[src/rtl/key_arbiter.sv]
// Round-robin arbiter for ten key requesters with an acknowledge handshake,
// a timeout on unacknowledged grants, and registered one-hot / binary grant outputs.
module key_arbiter #(
    parameter logic [7:0] ACK_TIMEOUT = 8'd255
) (
    input  logic       iCLK,
    input  logic       iRST,
    input  logic [9:0] iREQ,
    input  logic       iACK,
    output logic [9:0] oGNT,
    output logic [3:0] oCODE,
    output logic       oVALID,
    output logic       oBUSY,
    output logic       oTOUT
);

    typedef enum logic [1:0] {
        IDLE  = 2'd0,
        GRANT = 2'd1,
        HOLD  = 2'd2
    } state_t;

    localparam logic [3:0] NO_CODE  = 4'b1111;
    localparam logic [3:0] LAST_KEY = 4'd9;

    state_t      state_r;
    logic [3:0]  ptr_r;
    logic [7:0]  wait_r;
    logic [9:0]  gnt_r;
    logic [3:0]  code_r;
    logic        valid_r;
    logic        busy_r;
    logic        tout_r;

    logic [3:0]  pick_s;
    logic        held_s;
    logic        tout_hit_s;
    logic        exit_s;
    logic        tout_fire_s;

    function automatic logic [3:0] wrap_inc(input logic [3:0] v);
        logic [3:0] r;
        if (v >= LAST_KEY) begin
            r = 4'd0;
        end else begin
            r = v + 4'd1;
        end
        return r;
    endfunction

    // First set request bit at or after ptr, wrapping 9 -> 0.
    function automatic logic [3:0] rr_pick(input logic [9:0] req, input logic [3:0] ptr);
        logic [4:0] idx;
        logic       found;
        logic [3:0] r;
        r     = NO_CODE;
        found = 1'b0;
        for (int i = 0; i < 10; i++) begin
            idx = {1'b0, ptr} + 5'(i);
            if (idx >= 5'd10) begin
                idx = idx - 5'd10;
            end else begin
                idx = idx;
            end
            if (!found && req[idx[3:0]]) begin
                r     = idx[3:0];
                found = 1'b1;
            end else begin
                found = found;
            end
        end
        return r;
    endfunction

    function automatic logic [9:0] key_onehot(input logic [3:0] code);
        return 10'd1 << code;
    endfunction

    // Arbitration candidate and exit conditions for the current cycle
    always_comb begin
        pick_s      = rr_pick(iREQ, ptr_r);
        held_s      = |(iREQ & gnt_r);
        tout_hit_s  = (wait_r == (ACK_TIMEOUT - 8'd1));
        exit_s      = 1'b0;
        tout_fire_s = 1'b0;
        case (state_r)
            GRANT: begin
                if (iACK) begin
                    exit_s = 1'b0;
                end else if (!held_s) begin
                    exit_s = 1'b1;
                end else if (tout_hit_s) begin
                    exit_s      = 1'b1;
                    tout_fire_s = 1'b1;
                end else begin
                    exit_s = 1'b0;
                end
            end
            HOLD: begin
                exit_s = !held_s;
            end
            default: begin
                exit_s = 1'b0;
            end
        endcase
    end

    // Arbiter state machine with registered grant outputs
    always_ff @(posedge iCLK) begin
        if (iRST) begin
            state_r <= IDLE;
            ptr_r   <= 4'd0;
            wait_r  <= 8'd0;
            gnt_r   <= 10'd0;
            code_r  <= NO_CODE;
            valid_r <= 1'b0;
            busy_r  <= 1'b0;
            tout_r  <= 1'b0;
        end else if (exit_s) begin
            // Every release moves the pointer past the key that was served.
            state_r <= IDLE;
            ptr_r   <= wrap_inc(code_r);
            wait_r  <= 8'd0;
            gnt_r   <= 10'd0;
            code_r  <= NO_CODE;
            valid_r <= 1'b0;
            busy_r  <= 1'b0;
            tout_r  <= tout_fire_s;
        end else begin
            tout_r <= 1'b0;
            case (state_r)
                IDLE: begin
                    if (iREQ != 10'd0) begin
                        state_r <= GRANT;
                        wait_r  <= 8'd0;
                        gnt_r   <= key_onehot(pick_s);
                        code_r  <= pick_s;
                        valid_r <= 1'b1;
                        busy_r  <= 1'b1;
                    end else begin
                        gnt_r   <= 10'd0;
                        code_r  <= NO_CODE;
                        valid_r <= 1'b0;
                        busy_r  <= 1'b0;
                    end
                end
                GRANT: begin
                    if (iACK) begin
                        state_r <= HOLD;
                        valid_r <= 1'b0;
                    end else begin
                        wait_r <= wait_r + 8'd1;
                    end
                end
                HOLD: begin
                    state_r <= HOLD;
                end
                default: begin
                    state_r <= IDLE;
                    wait_r  <= 8'd0;
                    gnt_r   <= 10'd0;
                    code_r  <= NO_CODE;
                    valid_r <= 1'b0;
                    busy_r  <= 1'b0;
                end
            endcase
        end
    end

    assign oGNT   = gnt_r;
    assign oCODE  = code_r;
    assign oVALID = valid_r;
    assign oBUSY  = busy_r;
    assign oTOUT  = tout_r;

endmodule

[config.mk]
export PLATFORM = sky130hd
export DESIGN_NAME = key_arbiter
export DESIGN_NICKNAME = d
export VERILOG_FILES = /design/src/rtl/key_arbiter.sv
export SDC_FILE = /design/constraint.sdc
export NUM_CORES = 1
export LEC_CHECK = 0
export BUFFER_PORTS_ARGS = -buffer_cell sky130_fd_sc_hd__buf_2
export CORE_AREA = 2 2 137 139
export DETAILED_ROUTE_END_ITERATION = 12
export DIE_AREA = 0 0 139 141
export SKIP_CTS_REPAIR_TIMING = 1
export SYNTH_ARGS = -nofsm -noshare
export SYNTH_HDL_FRONTEND = slang
export SYNTH_SLANG_ARGS = --single-unit
[constraint.sdc]
create_clock -name iCLK -period 5.73 [get_ports iCLK]
set_input_delay 0.2865 -clock iCLK [delete_from_list [all_inputs] [get_ports iCLK]]
set_output_delay 0.2865 -clock iCLK [all_outputs]
set_load 0.1 [all_outputs]
== Word level (Yosys, flattened, before mapping) ==
Index checks and enable logic that the tools add are counted.
Word-level totals
  flip-flop bits (word level): 31
  output and inout port bits: 17
  word-level logic and storage cells: 158
Operators by class
  add/subtract/negate cells: 21
  order comparisons: 21
  eq/ne operators: 6
  shifts and indexed selects: 1
  muxes and demuxes: 68
  bitwise logic cells: 5
  reductions and logical operators: 28
Operators by type and width (count)
  2-to-1 mux 4 bit: 22
  less-than comparator 4 x 5 -> 1 bit (second input constant): 10
  >= comparator 5 x 4 -> 1 bit (second input constant): 9
  binary-select mux 1 bit (select 4 bit): 10
  subtractor 4 bit (second input constant): 10
  2-to-1 mux 1 bit: 24
  one-hot mux 8 bit (3 select lines): 1
  adder 4 x 3 -> 5 bit (second input constant): 4
  one-hot mux 10 bit (2 select lines): 1
  2-to-1 mux 8 bit: 2
  adder 4 x 2 -> 5 bit (second input constant): 2
  adder 4 x 4 -> 5 bit (second input constant): 2
  AND 10 bit: 1
  logical NOT 1 bit: 10
  2-to-1 mux 10 bit: 1
  nonzero test 10 bit: 1
  OR reduction 10 bit: 1
  left shift 1 x 4 -> 10 bit (first input constant): 1
  logical AND 1 bit: 9
  adder 8 x 1 -> 8 bit (second input constant): 1
  equality test 8 bit (second input constant): 1
  >= comparator 4 bit (second input constant): 2
  one-hot mux 4 bit (2 select lines): 1
  != test 2 bit (second input constant): 3
  other kinds (14): 21

== Longest topological paths before layout ==
  depth after elaboration: 35
  mapped depth: 21

== Least setup slack after synthesis ==
OpenSTA, ideal clock, no wires.
  kind: register -> register
  from: register ptr_r[1]
  to: register gnt_r[2], in the netlist oGNT[2]
  setup time: 0.065 ns
  arrival time: 4.320 ns
  slack: 1.346 ns
  cell stages (with the launch flop): 18
  buffers on the path: 3
  path through: dfxtp_1 -> buf_2 -> clkinv_1 -> ha_1 -> buf_2 -> xnor2_1 -> inv_1 -> ha_1 -> clkbuf_1 -> nor3b_1 -> a21oi_1 -> a221oi_1 -> o32ai_1 -> nor2_2 -> nand3_2 -> or4b_4 -> a2111oi_4 -> a32o_1
Between the ends
  word-level cells in the longest chain between the ends: 35
Ends and longest elaborated chain
  start, declared: line 27  | logic [3:0] ptr_r;
  start signal, assigned: line 122  | ptr_r <= wrap_inc(code_r);
  parallel branches: the longest is 31 deep, another holds adder 4 x 1 -> 5 bit
  2-to-1 mux 4 bit (*): line 65  | if (!found && req[idx[3:0]]) begin
  left shift 1 x 4 -> 10 bit (*): line 76  | return 10'd1 << code;
  2-to-1 mux 10 bit (*): line 133  | if (iREQ != 10'd0) begin
  one-hot mux 10 bit (2 select lines) (*): line 131  | case (state_r)
  end signal, assigned: line 136  | gnt_r <= key_onehot(pick_s);
  end, declared: line 29  | logic [9:0] gnt_r;
Mark *: on every way between the ends. The select of a mux whose other input is x is not followed.
A chain may end at the register's enable or synchronous reset.

== Final worst setup path ==
  from: register ptr_r[1]
  to: register gnt_r[6], in the netlist oGNT[6]
Same word-level chain as after synthesis.

==> flow_summary.ini <==
[status]
status = completed

[clock_tree]
ctsLongestPathBuffers = 2
numCtsBuffers = 5
clkTransAtPathRegs_ns = 0.05
cts_root_buffer = clkbuf_16
htreeDepth = 2
cts_sinks = 31
cts_tree = done
clkLatencyLatePin_ns = 0.27

[critical_path]
critPathCaptureType = flip-flop
r2r_slack_ns = 0.77
path_cells = clkinv_1 -> ha_1 -> xnor2_1 -> inv_1 -> ha_1 -> o221a_2 -> o31ai_1 -> a221oi_1 -> o32ai_1 -> nor2_2 -> nand3_2 -> o22ai_1 -> a2bb2oi_1 -> nor2_1 -> a32o_1
critPathArrivalTime_ns = 5.12
crit_buf_inv = 2
slowest_stage = o32ai_1
max_stage_delay_ns = 0.91
critPathTopFamily = compound AO/OA/AOI/OAI gates
crit_fanout = 11
cpMostUsedCell = ha_1
crit_type = flip-flop to flip-flop
crit_path_start_kind = flip-flop
cp.required_ns = 5.89

[global_routing]
use_met2 = 0.226
met1_usage = 0.197
met3_usage = 0.0132
antenna_found_initial = 0
grt_overflow = 0
grt_pass1_vias = 4261
grt_pass1_wl_microns = 22400
grt_max_degree = 37
grtUsageTotal = 0.137
grt_busiest_layer = met2

[placement]
gp_congestion = 0.957
dpl.hpwl_microns = 10800
portBuffers = 29
dpl-instance-area_sq_mm = 0.00484
dp_slack_ns = 0.848

[logic_synthesis]
synth_top_area_cell = dfxtp_1
syn-num-nets = 609
synth_common_cells = nor2_1, nand2_1, a21oi_1
ys_ff_latch = 31
netlist.area_leader.share = 0.139
avgSynthCellArea_sq_um = 7.91
yosysSeqAreaShare = 0.139
synth_edf_count = 0
yosysWarnings = 0
syn_inst = 565
synth.distinct_cells = 95
syn-cell-area_sq_mm = 0.00447
synth_ff_type = dfxtp_1
synthTopCellsByArea = dfxtp_1, ha_1, mux2i_1
async_reset_ff_frac = 0
yosysMostFrequentCell = nor2_1

[cells_and_area]
n_antenna_cell = 0
fillerInstances = 2014
drive_gt1_frac = 0.153
fin_util = 0.273
fin_nets = 630
final_area_sq_mm = 0.00500
syn2layout_area_growth_pct = 11.8

[floorplan]
die_h_microns = 141
dieArea_sq_mm = 0.0196
start_util = 0.245
rows = 50
io_pins = 30
core_area_sq_mm = 0.0183
die_width_microns = 139

[sta]
setup-tns-final_ns = 0
period_needed_ns = 4.96
fin_crit_sh = 0.865
maxSlewHeadroom = 0.311
clock.fmax_mhz = 202
clock_skew_ns = 0.00358
worst_pin_slew_ns = 1.03
setup_ws_ns = 0.773
rsz0062_at_grt = no
drv_slew = 0
setup_viol = 0
hold_viol = 0

[drt]
ant_nets = 0
first_pass_iters = 5
drt_iter0_markers = 377
vias = 4566
drcViolationCount = 0
finalWirelength_microns = 14000
wl_per_cell_microns = 17.0
routed_via_density = 5.56

[pwr]
peakVddDrop_mv = 0.344
total_leakage_power_nw = 1.88
p_per_area_mw_per_mm2 = 384

[hold_path]
min_path_type = primary input to flip-flop

[run]
cap_viol_max_count = 0
## state kept, by name, indices dropped and copies added (netlist names)
name     flops
oVALID       1
oBUSY        1
wait_r       8
ptr_r        4
oCODE        4
oGNT        10
state_r      2
oTOUT        1
## path summary, 6_finish.rpt
kind | from | endpoint | depth (start not counted)
min reg2reg | oVALID$_SDFFE_PP0P_ | oVALID$_SDFFE_PP0P_ | 2
min | iRST | ptr_r[3]$_SDFFE_PP0P_ | 2
max | ptr_r[1]$_SDFFE_PP0P_ | oGNT[6]$_SDFFE_PP0N_ | 15
max reg2reg | ptr_r[1]$_SDFFE_PP0P_ | oGNT[6]$_SDFFE_PP0N_ | 15
## metal layers
layer / share of wire / wire [microns]
met5: 0 / 0
met4: 0.014 / 199
met1: 0.48 / 6700
met2: 0.45 / 6300
met3: 0.057 / 792
## kinds of logic after synthesis
group,count (synthesis),synth area share
AND/OR/NAND/NOR,205,0.242
AO/OA/AOI/OAI,188,0.317
buffers and inverters,47,0.0495
multiplexers,41,0.114
adder cells (fa/ha/maj),31,0.0884
flip-flops,31,0.139
XOR/XNOR,22,0.0507
## worst register-to-register path: stages (launching register included)
cell,delay (ns)
dfxtp_1,0.33
clkinv_1,0.27
ha_1,0.43
xnor2_1,0.31
inv_1,0.15
ha_1,0.35
o221a_2,0.19
o31ai_1,0.33
a221oi_1,0.18
o32ai_1,0.91
nor2_2,0.14
nand3_2,0.19
o22ai_1,0.11
a2bb2oi_1,0.45
nor2_1,0.22
a32o_1,0.30
## area by class of cell
type | instances | area [sq um] | share of cell area
Multi-Input combinational cell | 487 | 3630 | 0.726
Clock inverter | 1 | 7.51 | 0.00150
Clock buffer | 7 | 153 | 0.0306
Tap cell | 234 | 293 | 0.0586
Timing Repair Buffer | 36 | 198 | 0.0396
Sequential cell | 31 | 621 | 0.124
Inverter | 25 | 96.3 | 0.0193
## power by group
part	internal (mW)	switching [mW]	total, mW
clock	0.184	0.0921	0.276
sequential	0.253	0.0326	0.286
combinational	0.445	0.912	1.36
total	0.883	1.04	1.92
## per-stage QoR
| step | power (mW) | hold WS (ns) | std cells |
|---|---|---|---|
| floorplan | 1.34 | 0.359 | 565 |
| global placement | 1.63 | 0.463 | 813 |
| detailed placement | 1.62 | 0.470 | 813 |
| CTS | 1.91 | 0.244 | 821 |
| global route | 2.05 | 0.268 | 821 |
| finish | 1.92 | 0.250 | 821 |
## placed cells by master (no fill, tap or decap), types with 12 or more instances in the layout
cell      Yosys  final
nor2_1       53     53
nand2_1      41     41
a21oi_1      37     37
dfxtp_1      31     31
ha_1         30     30
buf_2         7     29
o21ai_0      27     27
inv_1        22     22
mux2i_1      20     20
xnor2_1      15     15
a22o_1       14     14
nand3_1      13     13
nor3_1       13     13
nand2b_1     13     13
nor2b_1      12     12
Power figures use the tool's default switching activity.
